===== src/rtl/desafio_exec.sv =====
// Challenge executor: latches one challenge word and runs it to completion,
// checking either a 4-character serial answer or a run of in-range distance readings.
module desafio_exec #(
    parameter int unsigned TIMEOUT_CYCLES = 50_000_000,
    parameter int unsigned CONSEC         = 3
) (
    input  logic        clock,
    input  logic        reset,
    input  logic        iniciar,
    input  logic [59:0] palavra,
    input  logic        char_valid,
    input  logic [6:0]  char_in,
    input  logic        medida_pronto,
    input  logic [11:0] medida,
    output logic        medir,
    output logic [3:0]  leds,
    output logic        servo_en,
    output logic [1:0]  servo_pos,
    output logic [1:0]  indice,
    output logic        ativo,
    output logic        pronto,
    output logic        acerto,
    output logic        erro,
    output logic        estouro
);

    localparam int unsigned TW = (TIMEOUT_CYCLES > 2) ? $clog2(TIMEOUT_CYCLES) : 1;
    localparam logic [TW-1:0] TMAX = TW'(TIMEOUT_CYCLES - 1);
    localparam logic [3:0]    CMAX = 4'(CONSEC);

    typedef enum logic [2:0] {
        IDLE          = 3'd0,
        CARREGA       = 3'd1,
        ESPERA_CHAR   = 3'd2,
        MEDE          = 3'd3,
        ESPERA_MEDIDA = 3'd4,
        FIM           = 3'd5
    } state_t;

    state_t        state_q, state_d;
    logic [59:0]   word_q, word_d;
    logic [TW-1:0] tmr_q, tmr_d;
    logic [1:0]    idx_q, idx_d;
    logic [3:0]    cons_q, cons_d;
    logic          res_ok_q, res_ok_d;
    logic          res_to_q, res_to_d;
    logic [3:0]    leds_q, leds_d;
    logic          servo_en_q, servo_en_d;
    logic [1:0]    servo_pos_q, servo_pos_d;
    logic          ativo_q, ativo_d;
    logic          pronto_q, pronto_d;
    logic          acerto_q, acerto_d;
    logic          erro_q, erro_d;
    logic          estouro_q, estouro_d;
    logic          medir_q, medir_d;

    logic [6:0]    exp_char_s;
    logic          timeout_s;
    logic          in_range_s;
    logic [3:0]    cons_inc_s;

    function automatic logic bcd_ok(input logic [11:0] v);
        bcd_ok = (v[11:8] <= 4'd9) && (v[7:4] <= 4'd9) && (v[3:0] <= 4'd9);
    endfunction

    // Expected character selection, timeout detect and range check
    always_comb begin
        exp_char_s = 7'd0;
        case (idx_q)
            2'd0:    exp_char_s = word_q[27:21];
            2'd1:    exp_char_s = word_q[20:14];
            2'd2:    exp_char_s = word_q[13:7];
            2'd3:    exp_char_s = word_q[6:0];
            default: exp_char_s = 7'd0;
        endcase
        timeout_s  = (tmr_q == TMAX);
        in_range_s = bcd_ok(medida) && (medida >= word_q[51:40]) && (medida <= word_q[39:28]);
        cons_inc_s = cons_q + 4'd1;
    end

    // Next-state and registered-output logic
    always_comb begin
        state_d     = state_q;
        word_d      = word_q;
        tmr_d       = tmr_q;
        idx_d       = idx_q;
        cons_d      = cons_q;
        res_ok_d    = res_ok_q;
        res_to_d    = res_to_q;
        leds_d      = leds_q;
        servo_en_d  = servo_en_q;
        servo_pos_d = servo_pos_q;
        ativo_d     = ativo_q;
        pronto_d    = 1'b0;
        acerto_d    = acerto_q;
        erro_d      = erro_q;
        estouro_d   = estouro_q;
        medir_d     = 1'b0;

        case (state_q)
            IDLE: begin
                ativo_d = 1'b0;
                if (iniciar) begin
                    word_d    = palavra;
                    acerto_d  = 1'b0;
                    erro_d    = 1'b0;
                    estouro_d = 1'b0;
                    ativo_d   = 1'b1;
                    state_d   = CARREGA;
                end else begin
                    state_d = IDLE;
                end
            end
            CARREGA: begin
                leds_d   = word_q[57:54];
                tmr_d    = '0;
                idx_d    = 2'd0;
                cons_d   = 4'd0;
                res_ok_d = 1'b0;
                res_to_d = 1'b0;
                if ((word_q[59:58] == 2'b01) || (word_q[59:58] == 2'b10)) begin
                    servo_en_d  = 1'b1;
                    servo_pos_d = word_q[53:52];
                end else begin
                    servo_en_d  = 1'b0;
                    servo_pos_d = 2'd0;
                end
                if (word_q[59:58] == 2'b11) begin
                    state_d = MEDE;
                end else begin
                    state_d = ESPERA_CHAR;
                end
            end
            ESPERA_CHAR: begin
                if (timeout_s) begin
                    res_ok_d = 1'b0;
                    res_to_d = 1'b1;
                    state_d  = FIM;
                end else begin
                    tmr_d = tmr_q + TW'(1);
                    if (char_valid) begin
                        if (char_in != exp_char_s) begin
                            res_ok_d = 1'b0;
                            state_d  = FIM;
                        end else if (idx_q == 2'd3) begin
                            res_ok_d = 1'b1;
                            state_d  = FIM;
                        end else begin
                            idx_d = idx_q + 2'd1;
                        end
                    end else begin
                        state_d = ESPERA_CHAR;
                    end
                end
            end
            MEDE: begin
                if (timeout_s) begin
                    res_ok_d = 1'b0;
                    res_to_d = 1'b1;
                    state_d  = FIM;
                end else begin
                    tmr_d   = tmr_q + TW'(1);
                    state_d = ESPERA_MEDIDA;
                end
            end
            ESPERA_MEDIDA: begin
                if (timeout_s) begin
                    res_ok_d = 1'b0;
                    res_to_d = 1'b1;
                    state_d  = FIM;
                end else begin
                    tmr_d = tmr_q + TW'(1);
                    if (medida_pronto) begin
                        if (!in_range_s) begin
                            cons_d  = 4'd0;
                            state_d = MEDE;
                        end else if (cons_inc_s == CMAX) begin
                            cons_d   = cons_inc_s;
                            res_ok_d = 1'b1;
                            state_d  = FIM;
                        end else begin
                            cons_d  = cons_inc_s;
                            state_d = MEDE;
                        end
                    end else begin
                        state_d = ESPERA_MEDIDA;
                    end
                end
            end
            FIM: begin
                // Result flags publish together with the done pulse
                pronto_d    = 1'b1;
                ativo_d     = 1'b0;
                leds_d      = 4'd0;
                servo_en_d  = 1'b0;
                servo_pos_d = 2'd0;
                acerto_d    = res_ok_q;
                erro_d      = ~res_ok_q;
                estouro_d   = res_to_q;
                state_d     = IDLE;
            end
            default: begin
                state_d = IDLE;
            end
        endcase

        if (state_d == MEDE) begin
            medir_d = 1'b1;
        end else begin
            medir_d = 1'b0;
        end
    end

    // State and output registers with synchronous reset
    always_ff @(posedge clock) begin
        if (reset) begin
            state_q     <= IDLE;
            word_q      <= 60'd0;
            tmr_q       <= '0;
            idx_q       <= 2'd0;
            cons_q      <= 4'd0;
            res_ok_q    <= 1'b0;
            res_to_q    <= 1'b0;
            leds_q      <= 4'd0;
            servo_en_q  <= 1'b0;
            servo_pos_q <= 2'd0;
            ativo_q     <= 1'b0;
            pronto_q    <= 1'b0;
            acerto_q    <= 1'b0;
            erro_q      <= 1'b0;
            estouro_q   <= 1'b0;
            medir_q     <= 1'b0;
        end else begin
            state_q     <= state_d;
            word_q      <= word_d;
            tmr_q       <= tmr_d;
            idx_q       <= idx_d;
            cons_q      <= cons_d;
            res_ok_q    <= res_ok_d;
            res_to_q    <= res_to_d;
            leds_q      <= leds_d;
            servo_en_q  <= servo_en_d;
            servo_pos_q <= servo_pos_d;
            ativo_q     <= ativo_d;
            pronto_q    <= pronto_d;
            acerto_q    <= acerto_d;
            erro_q      <= erro_d;
            estouro_q   <= estouro_d;
            medir_q     <= medir_d;
        end
    end

    assign medir     = medir_q;
    assign leds      = leds_q;
    assign servo_en  = servo_en_q;
    assign servo_pos = servo_pos_q;
    assign indice    = idx_q;
    assign ativo     = ativo_q;
    assign pronto    = pronto_q;
    assign acerto    = acerto_q;
    assign erro      = erro_q;
    assign estouro   = estouro_q;

endmodule

===== config.mk =====
export PLATFORM = sky130hd
export DESIGN_NAME = desafio_exec
export DESIGN_NICKNAME = d
export VERILOG_FILES = /design/src/rtl/desafio_exec.sv
export SDC_FILE = /design/constraint.sdc
export NUM_CORES = 1
export LEC_CHECK = 0
export CORE_MARGIN = 1
export CORE_UTILIZATION = 30
export DETAILED_ROUTE_END_ITERATION = 7
export HOLD_SLACK_MARGIN = 0.05
export PLACE_DENSITY = 0.55
export SLEW_MARGIN = 30
export SYNTH_ARGS = -nofsm -noshare
export SYNTH_HDL_FRONTEND = slang
export SYNTH_SLANG_ARGS = --single-unit

===== constraint.sdc =====
create_clock -name clock -period 3.14 [get_ports clock]
set_input_delay 0.471 -clock clock [delete_from_list [all_inputs] [get_ports clock]]
set_output_delay 0.471 -clock clock [all_outputs]
set_load 0.01 [all_outputs]

Word level (Yosys, flattened, before mapping)

Index checks and enable logic that the tools add are counted.

Bits of input ports: 84
Output and inout bits: 15
Logic and storage cells: 125
Register bits: 110

Mux-type cells: 49
Equality and inequality tests: 30
Bitwise logic cells: 1
Reductions and logical operators: 21
$add $sub $neg: 3
Order comparisons: 5

Operator list:

| kind                  | number |
|---|---|
| $pmux 26 s2           | 1 |
| $pmux 7 s4            | 1 |
| $add 26x1->26 const B | 1 |
| $eq 26x26->1 const B  | 1 |
| $mux 26               | 1 |
| $mux 3                | 8 |
| $mux 1                | 18 |
| $ne 2x2->1 const B    | 9 |
| $pmux 4 s2            | 2 |
| $pmux 3 s5            | 1 |
| $ge 12x12->1          | 1 |
| $le 12x12->1          | 1 |
| $le 4x4->1 const B    | 3 |
| $mux 4                | 3 |
| $ne 3x3->1 const B    | 4 |
| $pmux 1 s2            | 6 |
| $mux 2                | 5 |
| $reduce_bool 2->1     | 5 |
| $eq 3x2->1 const B    | 3 |
| $eq 2x2->1 const B    | 4 |
| $pmux 2 s2            | 2 |
| $reduce_and 2->1      | 4 |
| $ne 7x7->1            | 1 |
| $reduce_and 7->1      | 1 |
| 18 further kinds      | 23 |

Longest topological paths before layout

Depth after elaboration: 11
Depth in mapped cells: 9

Least setup slack after synthesis

OpenSTA, ideal clock, no wires.

Kind: reg2reg
Start: register idx_q[0] (netlist: indice[0])
End: register state_q[2]
Cell stages (with the launch flop): 10
Setup time: 0.116 ns
Clock period less this slack: 2.333 ns
Arrival: 2.217 ns
Setup slack: 0.807 ns
Path through: dfxtp_1 > inv_1 > ha_1 > a222oi_1 > mux2i_1 > xnor2_1 > o2111ai_1 > nor3_1 > o21ai_0 > a31o_2

Word-level cells in the longest chain between the ends: 7
Elaborated cells between the ends (all ways): 11
Classes of those cells: eq/ne (4); mux (6); reduce/logical (1)

Ends and longest elaborated chain:

| what                               | RTL line | text |
|---|---|---|
| start, declared                    | 43       | `logic [1:0] idx_q, idx_d;` |
| start signal, assigned             | 237      | `idx_q <= idx_d;` |
| $eq 2x2->1 (tied with other cells) | 69, 145  |  |
| $pmux 7 s4                         | 69       | `case (idx_q)` |
| $ne 7x7->1                         | 142      | `if (char_in != exp_char_s) begin` |
| $mux 3 *                           | 142      |  |
| $mux 3 *                           | 141      | `if (char_valid) begin` |
| $mux 3 *                           | 135      | `if (timeout_s) begin` |
| $pmux 3 s5 *                       | 100      | `case (state_q)` |
| end signal, assigned               | 234      | `state_q <= state_d;` |
| end, declared                      | 40       | `state_t state_q, state_d;` |

Mark *: on every way between the ends. The rest lies on a longest branch, timed or not.
A chain may end at the register's enable or synchronous reset.

Worst setup path in the final report

Ends and elaborated chain as after synthesis.

==> impl_metrics.toml <==
[global_routing]
grt_antenna_before_repair = 0
grt_pass1_wl_um = 22900
overflow = 0
grt_usage = 0.158
grt_max_degree = 61
grt_pass1_vias = 4682

[timing]
slew_viol_final = 0
setup_viol = 0
grt_setup_unrepaired = "no"
relSlewSlack = 0.485
finalHoldViolations = 0
min_period_ns = 2.83
max_freq_ghz = 0.354
setup_tns_ns = 0
tightest_slew_ns = 0.769
fin_worst_skew_ns = 0.0125
postLayoutSetupSlackWorst_ns = 0.312
fin_crit_sh = 0.901

[placed_design]
place.gp.congestion = 0.849
dp_hpwl_um = 10500
pre_cts_slack_ns = 0.176
dpl_cell_area_mm2 = 0.00665
place.port_buffers = 98

[routing]
wl_per_cell_um = 14.0
wl_met3_um = 538
drt_first_pass_iters = 7
wl_met1_um = 6870
ant_nets = 0
vias = 4906
highest_layer = "met4"
route.met2.wl_um = 6480
drcViolationCount = 0
viasPerCell = 4.87
drt_wl_total_um = 14100
drt_iter0_drc = 266

[power_and_ir_drop]
cell_internal_pwr_mw = 2.33
pwr-share-clk = 0.344
p_sw_mw = 0.898
p_seq_frac = 0.474
p_leak_nw = 2.48
netSwitchingFraction = 0.278
ir_worst_vdd_v = 0.000269
power_frac_comb = 0.182
p_per_area_mw_per_mm2 = 465

[logic_synthesis]
ys.flop_type = "dfxtp_1"
netlist_area_mm2 = 0.00543
syn_area_per_cell_um2 = 7.87
yosys.area_share.xor_xnor = 0.0484
synth_top_family_by_area = "simple AND/OR/NAND/NOR gates"
yosysWarnings = 0
synth-simple-area-share = 0.241
yosysSeqAreaShare = 0.406
synth_compound_area_frac = 0.168
synthArstFlopShare = 0
postSynthCellCount = 690
synthMuxAreaShare = 0.0111
synth_adder_area_share = 0.0737
synth-seq-cells = 110
synth_edf_count = 0
synth_cell_types = 63
synth.net_count = 806

[floorplan]
io_pins = 99
die_h_um = 137
die_w_um = 137
die_area_mm2 = 0.0186
start_util = 0.311
core_area_mm2 = 0.0175
placementRows = 48

[layout]
final_core_utilization = 0.397
drive_above_1_share = 0.0499
final_common_cell = "nand2_1"
syn_to_final_growth_pct = 27.8
n_antenna_cell = 0
final_cell_mix = "nand2_1, dfxtp_1, clkdlybuf4s50_1"
fin_nets = 893
finalInstanceArea_mm2 = 0.00694

[clocking]
cts_hold_buffers = 0
clock-sinks = 110
cts_tree = "done"
clkTransAtPathRegs_ns = 0.07
numCtsBuffers = 9
root_buffer = "clkbuf_16"
ctsResizeCount = 0
clk_path_buf_depth = 2
clk_latency_ns = 0.36
post_cts_buffers = 0
htreeDepth = 3

[worst_setup_path]
worst-setup-path-type = "register to register"
cp-startpoint = "indice[0]"
crit_fanout = 7
required_ns = 3.39
worst_setup_path_end_kind = "register"
reg2reg_from = "indice[0]"
crit_path_start_kind = "register"
crit_arrival_ns = 3.08

[job]
maxCapViolCount = 0

[status]
status = "finished clean"

[min_path]
min_from = "word_q[54]"
hold_path_class = "register to register"
-- kinds of logic (layout without fill, tap and decap cells) --
group / count (synthesis) / in the layout
AND/OR/NAND/NOR: 288 / 288
AO/OA/AOI/OAI: 153 / 153
flip-flops: 110 / 110
buffers and inverters: 71 / 163
adder cells (fa/ha/maj): 32 / 32
XOR/XNOR: 30 / 30
multiplexers: 6 / 6
-- worst paths after layout --
kind                                   end  slack (ns)  cells after the start
worst max register to register  state_q[2]        0.31                      9
worst max-delay path            state_q[2]        0.31                      9
worst min register to register  word_q[54]        0.46                      2
worst min-delay path            word_q[54]        0.46                      2
-- per-layer routing --
metal  track usage  vias up
met4        0.0519        0
met5             0        -
met2         0.262       93
met1         0.205     2253
met3        0.0304       17
li1              -     2543
-- worst max-delay path: stages (launching register included) --
cell and delay [ns]:
dfxtp_1 0.39, inv_1 0.12, ha_1 0.31, a222oi_1 0.50, mux2i_1 0.16, xnor2_1 0.16
o2111ai_1 0.21, nor3_1 0.48, o21ai_0 0.15, a31o_2 0.25
-- area by class of cell --
cell class,instances,area [um2]
Tap cell,225,282
Inverter,40,150
Timing Repair Buffer,107,1070
Clock buffer,13,260
Clock inverter,3,25.0
Fill cell,1832,10500
Sequential cell,110,2200
Multi-Input combinational cell,509,2950
-- synth_stat cells (2+ instances only) --
cell	instances	area, um2
dfxtp_1	110	2200
nand4_1	5	31.3
and3_1	5	31.3
or3_1	8	50.1
nor3b_1	5	37.5
nor3_1	15	75.1
buf_6	2	22.5
o21ai_0	21	105
mux2i_1	6	60.1
inv_1	39	146
clkbuf_1	25	93.8
and4_1	2	17.5
nand2b_1	6	37.5
nor2_1	52	195
a21oi_1	91	455
buf_1	2	7.51
a222oi_1	7	70.1
xor2_1	8	70.1
a31oi_1	3	18.8
nor4_1	4	25.0
nand3_1	20	100
ha_1	32	400
o31ai_1	2	15.0
nand2_1	150	563
nor2b_1	2	12.5
a211oi_1	5	37.5
a22oi_1	4	30.0
a41oi_1	2	17.5
nor4b_1	2	17.5
xnor2_1	22	193
-- power by group through the flow --
stage | clock network, mW | registers (mW) | logic (mW)
final | 1.11 | 1.53 | 0.587
after CTS | 1.16 | 1.53 | 0.599
after floorplan | 0 | 1.54 | 0.354
after global routing | 1.19 | 1.54 | 0.665
after global placement | 0 | 1.56 | 0.590
after detailed placement | 0 | 1.56 | 0.595
-- metrics by stage --
step / std cells / hold WS, ns / power (mW)
6_report: 1007 / 0.456 / 3.23
3_3_place_gp: 991 / 0.442 / 2.15
4_1_cts: 1007 / 0.457 / 3.29
2_1_floorplan: 690 / 0.432 / 1.90
5_1_grt: 1007 / 0.471 / 3.40
3_5_place_dp: 991 / 0.447 / 2.16
-- registers in the layout, summed over array words and instances (netlist names) --
signal	cells
word_q	60
tmr_q	26
cons_q	4
leds	4
state_q	3
indice	2
servo_pos	2
acerto	1
ativo	1
erro	1
estouro	1
medir	1
pronto	1
res_ok_q	1
res_to_q	1
servo_en	1
Note: power is estimated with default switching activity, not from simulation.
